$ cat src/rtl/mc_ctrl_fsm.sv
// Multicycle MIPS main controller: walks each instruction through fetch/decode/execute/
// memory/writeback and drives every datapath select, strobe and the immediate-extension mode.
module mc_ctrl_fsm #(
    parameter int ST_W = 4
) (
    input  logic            clk,
    input  logic            rst_n,
    input  logic [5:0]      op,
    input  logic [5:0]      funct,
    input  logic            zero,
    input  logic            mem_ready,
    output logic            pc_en,
    output logic            iord,
    output logic            mem_read,
    output logic            mem_write,
    output logic            ir_write,
    output logic            reg_dst,
    output logic            mem_to_reg,
    output logic            reg_write,
    output logic            alu_src_a,
    output logic [1:0]      alu_src_b,
    output logic [1:0]      alu_op,
    output logic [1:0]      pc_src,
    output logic            ext_op,
    output logic            illegal,
    output logic [ST_W-1:0] state
);

    localparam logic [5:0] OP_RTYPE = 6'b000000;
    localparam logic [5:0] OP_LW    = 6'b100011;
    localparam logic [5:0] OP_SW    = 6'b101011;
    localparam logic [5:0] OP_BEQ   = 6'b000100;
    localparam logic [5:0] OP_BNE   = 6'b000101;
    localparam logic [5:0] OP_J     = 6'b000010;
    localparam logic [5:0] OP_ADDI  = 6'b001000;
    localparam logic [5:0] OP_SLTI  = 6'b001010;
    localparam logic [5:0] OP_ANDI  = 6'b001100;
    localparam logic [5:0] OP_ORI   = 6'b001101;

    typedef enum logic [ST_W-1:0] {
        FETCH  = ST_W'(0),
        DECODE = ST_W'(1),
        MEMADR = ST_W'(2),
        MEMRD  = ST_W'(3),
        MEMWB  = ST_W'(4),
        MEMWR  = ST_W'(5),
        REXE   = ST_W'(6),
        RWB    = ST_W'(7),
        BR     = ST_W'(8),
        JMP    = ST_W'(9),
        IEXE   = ST_W'(10),
        IWB    = ST_W'(11)
    } state_t;

    state_t state_q;
    state_t state_d;

    // funct is decoded by the separate ALU decoder, not here.
    logic unused_funct;
    assign unused_funct = ^funct;

    always_ff @(posedge clk) begin
        if (!rst_n) begin
            state_q <= FETCH;
        end else begin
            state_q <= state_d;
        end
    end

    always_comb begin
        state_d    = state_q;
        pc_en      = 1'b0;
        iord       = 1'b0;
        mem_read   = 1'b0;
        mem_write  = 1'b0;
        ir_write   = 1'b0;
        reg_dst    = 1'b0;
        mem_to_reg = 1'b0;
        reg_write  = 1'b0;
        alu_src_a  = 1'b0;
        alu_src_b  = 2'b00;
        alu_op     = 2'b00;
        pc_src     = 2'b00;
        illegal    = 1'b0;

        case (state_q)
            FETCH: begin
                mem_read  = 1'b1;
                alu_src_b = 2'b01;
                ir_write  = mem_ready;
                pc_en     = mem_ready;
                if (mem_ready) begin
                    state_d = DECODE;
                end
            end
            // The ALU is otherwise idle here, so it precomputes the branch target.
            DECODE: begin
                alu_src_b = 2'b11;
                case (op)
                    OP_RTYPE:                          state_d = REXE;
                    OP_LW, OP_SW:                      state_d = MEMADR;
                    OP_BEQ, OP_BNE:                    state_d = BR;
                    OP_J:                              state_d = JMP;
                    OP_ADDI, OP_SLTI, OP_ANDI, OP_ORI: state_d = IEXE;
                    default: begin
                        state_d = FETCH;
                        illegal = 1'b1;
                    end
                endcase
            end
            MEMADR: begin
                alu_src_a = 1'b1;
                alu_src_b = 2'b10;
                state_d   = (op == OP_LW) ? MEMRD : MEMWR;
            end
            MEMRD: begin
                mem_read = 1'b1;
                iord     = 1'b1;
                if (mem_ready) begin
                    state_d = MEMWB;
                end
            end
            MEMWB: begin
                reg_write  = 1'b1;
                mem_to_reg = 1'b1;
                state_d    = FETCH;
            end
            MEMWR: begin
                mem_write = 1'b1;
                iord      = 1'b1;
                if (mem_ready) begin
                    state_d = FETCH;
                end
            end
            REXE: begin
                alu_src_a = 1'b1;
                alu_op    = 2'b10;
                state_d   = RWB;
            end
            RWB: begin
                reg_write = 1'b1;
                reg_dst   = 1'b1;
                state_d   = FETCH;
            end
            BR: begin
                alu_src_a = 1'b1;
                alu_op    = 2'b01;
                pc_src    = 2'b01;
                pc_en     = (op == OP_BEQ) ? zero : ~zero;
                state_d   = FETCH;
            end
            JMP: begin
                pc_src  = 2'b10;
                pc_en   = 1'b1;
                state_d = FETCH;
            end
            IEXE: begin
                alu_src_a = 1'b1;
                alu_src_b = 2'b10;
                alu_op    = 2'b11;
                state_d   = IWB;
            end
            IWB: begin
                reg_write = 1'b1;
                state_d   = FETCH;
            end
            default: state_d = FETCH;
        endcase
    end

    // Logical immediates are zero-extended; everything else sign-extends.
    assign ext_op = !((op == OP_ANDI) || (op == OP_ORI));
    assign state  = state_q;

endmodule

$ cat config.mk
export PLATFORM = sky130hd
export DESIGN_NAME = mc_ctrl_fsm
export DESIGN_NICKNAME = d
export VERILOG_FILES = /design/src/rtl/mc_ctrl_fsm.sv
export SDC_FILE = /design/constraint.sdc
export NUM_CORES = 1
export LEC_CHECK = 0
export BUFFER_PORTS_ARGS = -buffer_cell sky130_fd_sc_hd__buf_4
export CAP_MARGIN = 20
export CORE_MARGIN = 3
export CORE_UTILIZATION = 36
export DETAILED_ROUTE_END_ITERATION = 10
export PLACE_DENSITY = 0.72
export SYNTH_ARGS = -nofsm -noshare
export SYNTH_HDL_FRONTEND = slang
export SYNTH_SLANG_ARGS = --single-unit
$ cat constraint.sdc
create_clock -name clk -period 1.3 [get_ports clk]
set_input_delay 0.13 -clock clk [delete_from_list [all_inputs] [get_ports clk]]
set_output_delay 0.13 -clock clk [all_outputs]
set_load 0.05 [all_outputs]
==> metrics.log, run 1 <==
INFO  metric outcome = stopped before the end
INFO  metric last-stage-reached = clock tree synthesis
INFO  metric error_message = [ERROR DPL-0038] Utilization greater than 100%, impossible to legalize
INFO  metric synthDistinctLibCells = approximately 40
INFO  metric floorplan.rows = 13
INFO  metric cts_bufs_inserted = 3
INFO  metric routability_congestion = between 0.8 and 0.9
INFO  metric post-place-cells = between 100 and 150
INFO  metric netlist_area = between 500 and 600 um^2
INFO  metric cts.root.buffer_cell = sky130_fd_sc_hd__clkbuf_4
INFO  metric hpwlAfterDp = approximately 1800 um
INFO  metric postCtsSetupRepairBufs = 15
INFO  metric cts-hold-fix-buffers = 0
INFO  metric worst_case_clock_buffer_depth = 2
INFO  metric cts.sinks = 4
INFO  metric synthesis.instances = 86
INFO  metric ys_warn_count = 0
INFO  metric synth_largest_type_area_fraction = 13.7%
INFO  metric initial_core_util = 41.3%
INFO  metric async_flop_share = 0%
INFO  metric synth_top_area_cell = sky130_fd_sc_hd__dfxtp_1
INFO  metric ctsResizeCount = about 60
INFO  metric pin_count = 37
INFO  metric synth_seq_cells = 4
INFO  metric postSynth.topFlopCell = sky130_fd_sc_hd__dfxtp_1
INFO  metric cts_htree_levels = 1
INFO  metric place_area = around 0.0012 mm^2
INFO  metric edff_count_synth = 0
INFO  metric yosysSeqAreaShare = a little over an eighth
INFO  metric die_width = around 46 um
INFO  metric avgSynthCellArea = slightly below 7 um^2
INFO  metric chipHeight = ~46 um
INFO  metric postSynthNetCount = approximately 100
INFO  metric io_buffer_count = 30
INFO  metric ys_top_cells_by_area = sky130_fd_sc_hd__dfxtp_1 (14%), sky130_fd_sc_hd__nand2_1 (5.8%), sky130_fd_sc_hd__nor2_1 (5.8%), sky130_fd_sc_hd__nand2b_1 (5.4%), sky130_fd_sc_hd__nor3_1 (5.1%)
-- cell usage after synthesis, drive strengths merged (3+ instances only) --
cell type / n
a21oi: 5
buf: 4
clkbuf: 4
dfxtp: 4
nand2: 9
nand2b: 5
nand3: 3
nor2: 10
nor3: 6
o21ai: 4
-- per-stage QoR --
step	setup slack, ns	util (%)	hold WS (ns)
2_1_floorplan	-0.368	-	0.274
3_3_place_gp	-0.398	82.7	0.407
3_5_place_dp	-0.466	82.7	0.407
-- kinds of logic after synthesis --
logic type / count (synthesis) / synth area share [%]
AOI/OAI and AO/OA: 23 / 29.1
xor gates and xnor gates: 3 / 4.50
buffers and inverters: 9 / 7.71
and+or+nand+nor: 45 / 41.5
muxes: 2 / 3.43
DFF: 4 / 13.7
==> inputs of run 2 (changes only) <==
Settings changed: CORE_AREA set to 3 3 64 66, CORE_MARGIN 3 to unset, CORE_UTILIZATION 36 to unset, DIE_AREA set to 0 0 67 69, PLACE_DENSITY 0.72 to unset, PLACE_DENSITY_LB_ADDON set to 0.15.
Clock period 1.3 ns to 1.7 ns, I/O delays scaled along.
==> metrics.log, run 2 <==
INFO  metric outcome = finished with violations (was stopped before the end)
INFO  metric failed_checks = negative setup slack
INFO  metric reg2reg_depth = 4
INFO  metric final_period_minus_worst_setup_slack = ~1.7 ns
INFO  metric irDropWorstVdd = between 0.3 and 0.4 mV
INFO  metric antenna_cells = 0
INFO  metric final-hold-violation-count = 0
INFO  metric cts.sinks = 4 (unchanged)
INFO  metric worst_slew_pin_slew = around 0.37 ns
INFO  metric yosysSeqAreaShare = 13.7% (unchanged)
INFO  metric mostFrequentLayoutCells = sky130_fd_sc_hd__buf_4 (37), sky130_fd_sc_hd__nand2_1 (9), sky130_fd_sc_hd__nor2_1 (7), sky130_fd_sc_hd__nand2b_1 (5)
INFO  metric dr.pass1.iters = 4
INFO  metric detailed_route_iter0_violations = 24
INFO  metric postSynthNetCount = 102 (unchanged)
INFO  metric cts.root.buffer_cell = sky130_fd_sc_hd__clkbuf_8 (was sky130_fd_sc_hd__clkbuf_4)
INFO  metric worst_setup_path_end_kind = output port
INFO  metric critPathBufInv = 2
INFO  metric routed_wirelength = 2130 um
INFO  metric finClkSkew = roughly 0.0036 ns
INFO  metric largest_register_ffs = 4
INFO  metric grt_antenna_before_repair = 0
INFO  metric hp-class = input pin to flop
INFO  metric clock_tree_from_tritoncts = done
INFO  metric worst_case_clock_buffer_depth = 2 (unchanged)
INFO  metric setup_ws = -0.0315 ns
INFO  metric critical_path.startpoint_type = input pin
INFO  metric core = approximately 0.0036 mm^2
INFO  metric pin_count = 37 (unchanged)
INFO  metric critical_path.reg2reg.endpoint = state[2]$_SDFFE_PN0P_
INFO  metric path_cells = buf_6, or4_4, or3_4, nand3_2, a311oi_4, buf_6
INFO  metric synth_seq_cells = 4 (unchanged)
INFO  metric routedWlPerCell = 12.4 um
INFO  metric min_delay_path_depth = 2
INFO  metric synth_commonest_cells = sky130_fd_sc_hd__nand2_1 (9), sky130_fd_sc_hd__nor2_1 (9), sky130_fd_sc_hd__nor3_1 (6), sky130_fd_sc_hd__a21oi_1 (5), sky130_fd_sc_hd__nand2b_1 (5) (unchanged)
INFO  metric synthesis.instances = 86 (unchanged)
INFO  metric grt_max_degree = 22
INFO  metric cts-hold-fix-buffers = 0 (unchanged)
INFO  metric cp.depth = 6
INFO  metric min_to = state[1]$_SDFFE_PN0P_
INFO  metric max-slew-margin-rel = 75.0%
INFO  metric critical-path-max-stage-delay = approximately 0.55 ns
INFO  metric timing.final.max_slew_violations = 0
INFO  metric initial_core_util = 16.1% (was 41.3%)
INFO  metric worst-endpoint-required = 1.53 ns
INFO  metric worst_setup_hold_path_clk_slew = 0.03 ns
INFO  metric synth_top_area_cell = sky130_fd_sc_hd__dfxtp_1 (unchanged)
INFO  metric drt_drc_violations_left = 0
INFO  metric timing.critical_path.max_delay_family = simple AND/OR/NAND/NOR gates
INFO  metric final_layout_size_suffix_gt1_share = between 50 and 60%
INFO  metric detail-route-antenna-nets = 0
INFO  metric area_growth_syn_to_layout = 96.1%
INFO  metric grt_pass1_vias = 746
INFO  metric die_width = 67 um (was 46.3 um)
INFO  metric cpMostUsedCell = sky130_fd_sc_hd__buf_6
INFO  metric io_buffer_count = 30 (unchanged)
INFO  metric regToRegStartpoint = state[3]$_SDFFE_PN0P_
INFO  metric edff_count_synth = 0 (unchanged)
INFO  metric post-place-cells = 168 (was 144)
INFO  metric power.density = ~450 mW/mm^2
INFO  metric reg2reg_slack = about 0.24 ns
INFO  metric routed-via-count = roughly 770
INFO  metric global_route_wire_length_before_repair = ~3400 um
INFO  metric chipHeight = 69 um (was 46.3 um)
INFO  metric synthDistinctLibCells = 41 (unchanged)
INFO  metric netlist_area = 584 um^2 (unchanged)
INFO  metric rsz_0062_raised_after_global_routing = true
INFO  metric postCtsSetupRepairBufs = 0 (was 15)
INFO  metric grt.total_usage = a little over 9%
INFO  metric cts_bufs_inserted = 3 (unchanged)
INFO  metric postSynth.topFlopCell = sky130_fd_sc_hd__dfxtp_1 (unchanged)
INFO  metric synth_largest_type_area_fraction = 13.7% (unchanged)
INFO  metric ys_warn_count = 0 (unchanged)
INFO  metric layout.cells.most_common = sky130_fd_sc_hd__buf_4
INFO  metric achievable-frequency = about 580 MHz
INFO  metric floorplan.rows = 22 (was 13)
INFO  metric fp.dieArea = between 0.004 and 0.005 mm^2
INFO  metric period_share = 102%
INFO  metric min_from = rst_n
INFO  metric p_leak = about 0.44 nW
INFO  metric path_class = input pin to output port
INFO  metric avgSynthCellArea = 6.79 um^2 (unchanged)
INFO  metric cts_htree_levels = 1 (unchanged)
INFO  metric async_flop_share = 0% (unchanged)
INFO  metric final-setup-viol-count = 1
INFO  metric timing.critical_path.arrival = 1.56 ns
INFO  metric avgViaCountPerCell = 4.45
INFO  metric stdcell_count = roughly 170
INFO  metric ys_top_cells_by_area = sky130_fd_sc_hd__dfxtp_1 (14%), sky130_fd_sc_hd__nand2_1 (5.8%), sky130_fd_sc_hd__nor2_1 (5.8%), sky130_fd_sc_hd__nand2b_1 (5.4%), sky130_fd_sc_hd__nor3_1 (5.1%) (unchanged)
INFO  metric final_design_area_no_fill = about 0.0011 mm^2
INFO  metric remaining_overflow_grt = 0
INFO  metric routability_congestion = 0.778 (was 0.895)
INFO  metric clock_latency = roughly 0.22 ns
INFO  metric critical-path-slowest-cell = sky130_fd_sc_hd__or4_4
INFO  metric hpwlAfterDp = 1710 um (was 1820 um)
INFO  metric nets_final = roughly 140
INFO  metric place_area = 0.00108 mm^2 (was 0.00117 mm^2)
INFO  metric crit_fanout = 3
INFO  metric drv_cap = 0
==> run 2: cell counts after synthesis <==
No cell type changed its count.
==> run 2: cell families (layout without fill, tap and decap cells) <==
group	count (synthesis)	count (layout)	share of synthesized area, %
flip-flops	4	4	13.7
multiplexers	2	2	3.43
AND/OR/NAND/NOR	45	45	41.5
XOR/XNOR	3	3	4.50
buffers and inverters	9	47	7.71
AO/OA/AOI/OAI	23	23	29.1
==> run 2: how the worst max path moves through the flow <==
stage / start / endpoint / slack (ns)
3_5_place_dp: op[0] / pc_en / -0.12
5_1_grt: op[5] / pc_en / -0.06
4_1_cts: op[5] / pc_en / -0.04
3_3_place_gp: op[0] / pc_en / -0.1
2_1_floorplan: state[3]$_SDFFE_PN0P_ / pc_en / -0.06
6_report: op[5] / pc_en / -0.03
==> run 2: final cells by class <==
class / count / area, um^2
inverter: 1 / 3.75
fill: 421 / 2490
clock buffer: 4 / 45.0
multi-input combinational: 73 / 607
timing repair buffer: 42 / 343
tap: 48 / 60.1
sequential: 4 / 87.6
==> run 2: power breakdown <==
| group | leakage, nW | switching (W) | internal [W] | total, W |
|---|---|---|---|---|
| logic | 0.382 | 0.000124 | 0.0000820 | 0.000206 |
| clock network | 0.0228 | 0.0000499 | 0.000160 | 0.000210 |
| registers | 0.0346 | 0.00000651 | 0.0000962 | 0.000103 |
==> run 2: repair_timing <==
action	4_1_cts	5_1_grt
pin swaps	4	0
resized for setup	5	2
endpoints found under the setup margin	2	2
==> run 2: stage by stage <==
step	setup slack [ns]	util (%)	power [W]	hold slack [ns]	setup TNS, ns
5_1_grt	-0.0586	31.5	0.000554	0.224	-0.0704
3_5_place_dp	-0.125	29.6	0.000306	0.457	-0.158
6_report	-0.0315	31.5	0.000518	0.228	-0.0315
3_3_place_gp	-0.0952	29.6	0.000305	0.461	-0.144
4_1_cts	-0.0433	31.4	0.000530	0.228	-0.0433
2_1_floorplan	-0.0582	-	0.000234	0.315	-0.136
==> run 2: per-layer routing <==
layer	part of all wire, %	global-route usage [%]
met4	0	1.58
met2	48	15.0
met5	0	0
met3	7.2	2.44
met1	45	11.9
Power figures use the tool's default switching activity.
==> inputs of run 3 (changes only) <==
Settings changed: SKIP_CTS_REPAIR_TIMING set to 1.
==> metrics.log, run 3 (synthesized netlist as in run 2, its figures left out) <==
INFO  metric timing.critical_path.arrival = 1.58 ns (was 1.56 ns)
INFO  metric final_period_minus_worst_setup_slack = 1.75 ns (was 1.73 ns)
INFO  metric regToRegStartpoint = state[3]$_SDFFE_PN0P_ (unchanged)
INFO  metric rsz_0062_raised_after_global_routing = true (unchanged)
INFO  metric routability_congestion = 0.778 (unchanged)
INFO  metric path_cells = buf_4, or4_4, or3_4, nand3_2, a311oi_4, buf_6 (was buf_6, or4_4, or3_4, nand3_2, a311oi_4, buf_6)
INFO  metric core = 0.00363 mm^2 (unchanged)
INFO  metric nets_final = 141 (unchanged)
INFO  metric reg2reg_depth = 4 (unchanged)
INFO  metric antenna_cells = 0 (unchanged)
INFO  metric detail-route-antenna-nets = 0 (unchanged)
INFO  metric routedWlPerCell = 12.4 um (about the same)
INFO  metric share_of_the_core_filled_with_cells_in_the_final_layout = 31.5% (unchanged)
INFO  metric mostFrequentLayoutCells = sky130_fd_sc_hd__buf_4 (39), sky130_fd_sc_hd__nand2_1 (9), sky130_fd_sc_hd__nor2_1 (7), sky130_fd_sc_hd__nand2b_1 (5), sky130_fd_sc_hd__a21oi_1 (4) (was sky130_fd_sc_hd__buf_4 (37), sky130_fd_sc_hd__nand2_1 (9), sky130_fd_sc_hd__nor2_1 (7), sky130_fd_sc_hd__nand2b_1 (5))
INFO  metric power.density = 453 mW/mm^2 (was 452 mW/mm^2)
INFO  metric timing.critical_path.max_delay_family = simple AND/OR/NAND/NOR gates (unchanged)
INFO  metric io_buffer_count = 30 (unchanged)
INFO  metric grt_antenna_before_repair = 0 (unchanged)
INFO  metric cts_htree_levels = 1 (unchanged)
INFO  metric worst-endpoint-required = 1.53 ns (about the same)
INFO  metric cts.root.buffer_cell = sky130_fd_sc_hd__clkbuf_8 (unchanged)
INFO  metric die_width = 67 um (unchanged)
INFO  metric hp-class = input pin to flop (unchanged)
INFO  metric avgViaCountPerCell = 4.42 (was 4.45)
INFO  metric finClkSkew = 0.00355 ns (about the same)
INFO  metric crit_fanout = 3 (unchanged)
INFO  metric path_class = input pin to output port (unchanged)
INFO  metric cts_bufs_inserted = 3 (unchanged)
INFO  metric worst_setup_path_end_kind = output port (unchanged)
INFO  metric detailed_route_iter0_violations = 20 (was 24)
INFO  metric drv_cap = 0 (unchanged)
INFO  metric final-setup-viol-count = 1 (unchanged)
INFO  metric initial_core_util = 16.1% (unchanged)
INFO  metric clock_tree_from_tritoncts = done (unchanged)
INFO  metric timing.final.max_slew_violations = 0 (unchanged)
INFO  metric period_share = 103% (was 102%)
INFO  metric clock_latency = 0.22 ns (about the same)
INFO  metric power.switching_fraction = 34.9% (was 34.7%)
INFO  metric cts.sinks = 4 (unchanged)
INFO  metric worst_setup_hold_path_clk_slew = 0.03 ns (about the same)
INFO  metric chipHeight = 69 um (unchanged)
INFO  metric area_growth_syn_to_layout = 96.1% (unchanged)
INFO  metric setup_ws = -0.0482 ns (was -0.0315 ns)
INFO  metric comb_power_share = 39.7% (about the same)
INFO  metric power = 0.000519 W (was 0.000518 W)
INFO  metric p_seq_share = 19.8% (about the same)
INFO  metric critical-path-slowest-cell = sky130_fd_sc_hd__or4_4 (unchanged)
INFO  metric worst_case_clock_buffer_depth = 2 (unchanged)
INFO  metric outcome = finished with violations (unchanged)
INFO  metric min_to = state[1]$_SDFFE_PN0P_ (unchanged)
INFO  metric routed-via-count = 760 (was 766)
INFO  metric critical-path-max-stage-delay = 0.56 ns (was 0.55 ns)
INFO  metric dr.pass1.iters = 4 (unchanged)
INFO  metric p_int = 0.000338 W (about the same)
INFO  metric grt_max_degree = 22 (unchanged)
INFO  metric critical_path.startpoint_type = input pin (unchanged)
INFO  metric critPathBufInv = 2 (unchanged)
INFO  metric routed_wirelength = 2130 um (about the same)
INFO  metric grt.total_usage = 9.02% (was 9.11%)
INFO  metric p_leak = 0.439 nW (was 0.440 nW)
INFO  metric grt_pass1_vias = 737 (was 746)
INFO  metric min_from = rst_n (unchanged)
INFO  metric worst_slew_pin_slew = 0.372 ns (about the same)
INFO  metric global_route_wire_length_before_repair = 3370 um (was 3410 um)
INFO  metric power.switching = 0.000181 W (was 0.000180 W)
INFO  metric critical_path.reg2reg.endpoint = state[2]$_SDFFE_PN0P_ (unchanged)
INFO  metric hpwlAfterDp = 1710 um (unchanged)
INFO  metric min_delay_path_depth = 2 (unchanged)
INFO  metric fp.dieArea = 0.00462 mm^2 (unchanged)
INFO  metric drt_drc_violations_left = 0 (unchanged)
INFO  metric remaining_overflow_grt = 0 (unchanged)
INFO  metric failed_checks = negative setup slack (unchanged)
INFO  metric layout.cells.most_common = sky130_fd_sc_hd__buf_4 (unchanged)
INFO  metric pin_count = 37 (unchanged)
INFO  metric max-slew-margin-rel = 75.0% (about the same)
INFO  metric largest_register_ffs = 4 (unchanged)
INFO  metric clockPowerShare = 40.5% (about the same)
INFO  metric final-hold-violation-count = 0 (unchanged)
INFO  metric floorplan.rows = 22 (unchanged)
INFO  metric irDropWorstVdd = 0.368 mV (about the same)
INFO  metric achievable-frequency = 572 MHz (was 578 MHz)
INFO  metric reg2reg_slack = 0.25 ns (was 0.24 ns)
INFO  metric final_layout_size_suffix_gt1_share = 58.9% (was 57.3%)
-- run 3: worst max path at each step --
stage                          start  endpoint  slack (ns)  depth (start not counted)
5_1_grt                        op[5]     pc_en       -0.08                          6
2_1_floorplan  state[3]$_SDFFE_PN0P_     pc_en       -0.06                          4
4_1_cts                        op[0]     pc_en       -0.12                          6
6_report                       op[5]     pc_en       -0.05                          6
3_5_place_dp                   op[0]     pc_en       -0.12                          6
3_3_place_gp                   op[0]     pc_en        -0.1                          6
-- run 3: final cells by class --
cell class	instances	area, um^2
Fill cell	421	2490
Multi-Input combinational cell	73	614
Timing Repair Buffer	42	335
Sequential cell	4	87.6
Tap cell	48	60.1
Clock buffer	4	45.0
Inverter	1	3.75
-- run 3: power by group through the flow --
stage	Sequential, W	Combinational (W)	Clock (W)
6_report	0.000103	0.000206	0.000210
5_1_grt	0.000104	0.000221	0.000230
4_1_cts	0.000103	0.000202	0.000219
3_5_place_dp	0.000104	0.000202	0
3_3_place_gp	0.000104	0.000201	0
2_1_floorplan	0.000109	0.000126	0
-- run 3: stage by stage --
step	TNS (ns)	cells	setup slack, ns	hold slack (ns)	instance area (um^2)
finish	-0.0482	172	-0.0482	0.227	1150
global route	-0.0904	172	-0.0809	0.224	1150
CTS	-0.169	172	-0.125	0.228	1120
detailed placement	-0.158	168	-0.125	0.457	1080
global placement	-0.144	168	-0.0952	0.461	1080
floorplan	-0.136	86	-0.0582	0.315	739
-- run 3: per-layer routing --
layer	up-vias	wire [um]	global-route usage [%]
met5	-	0	0
met3	0	135	2.44
li1	398	-	-
met2	23	1000	14.5
met4	0	0	1.58
met1	339	992	12.0
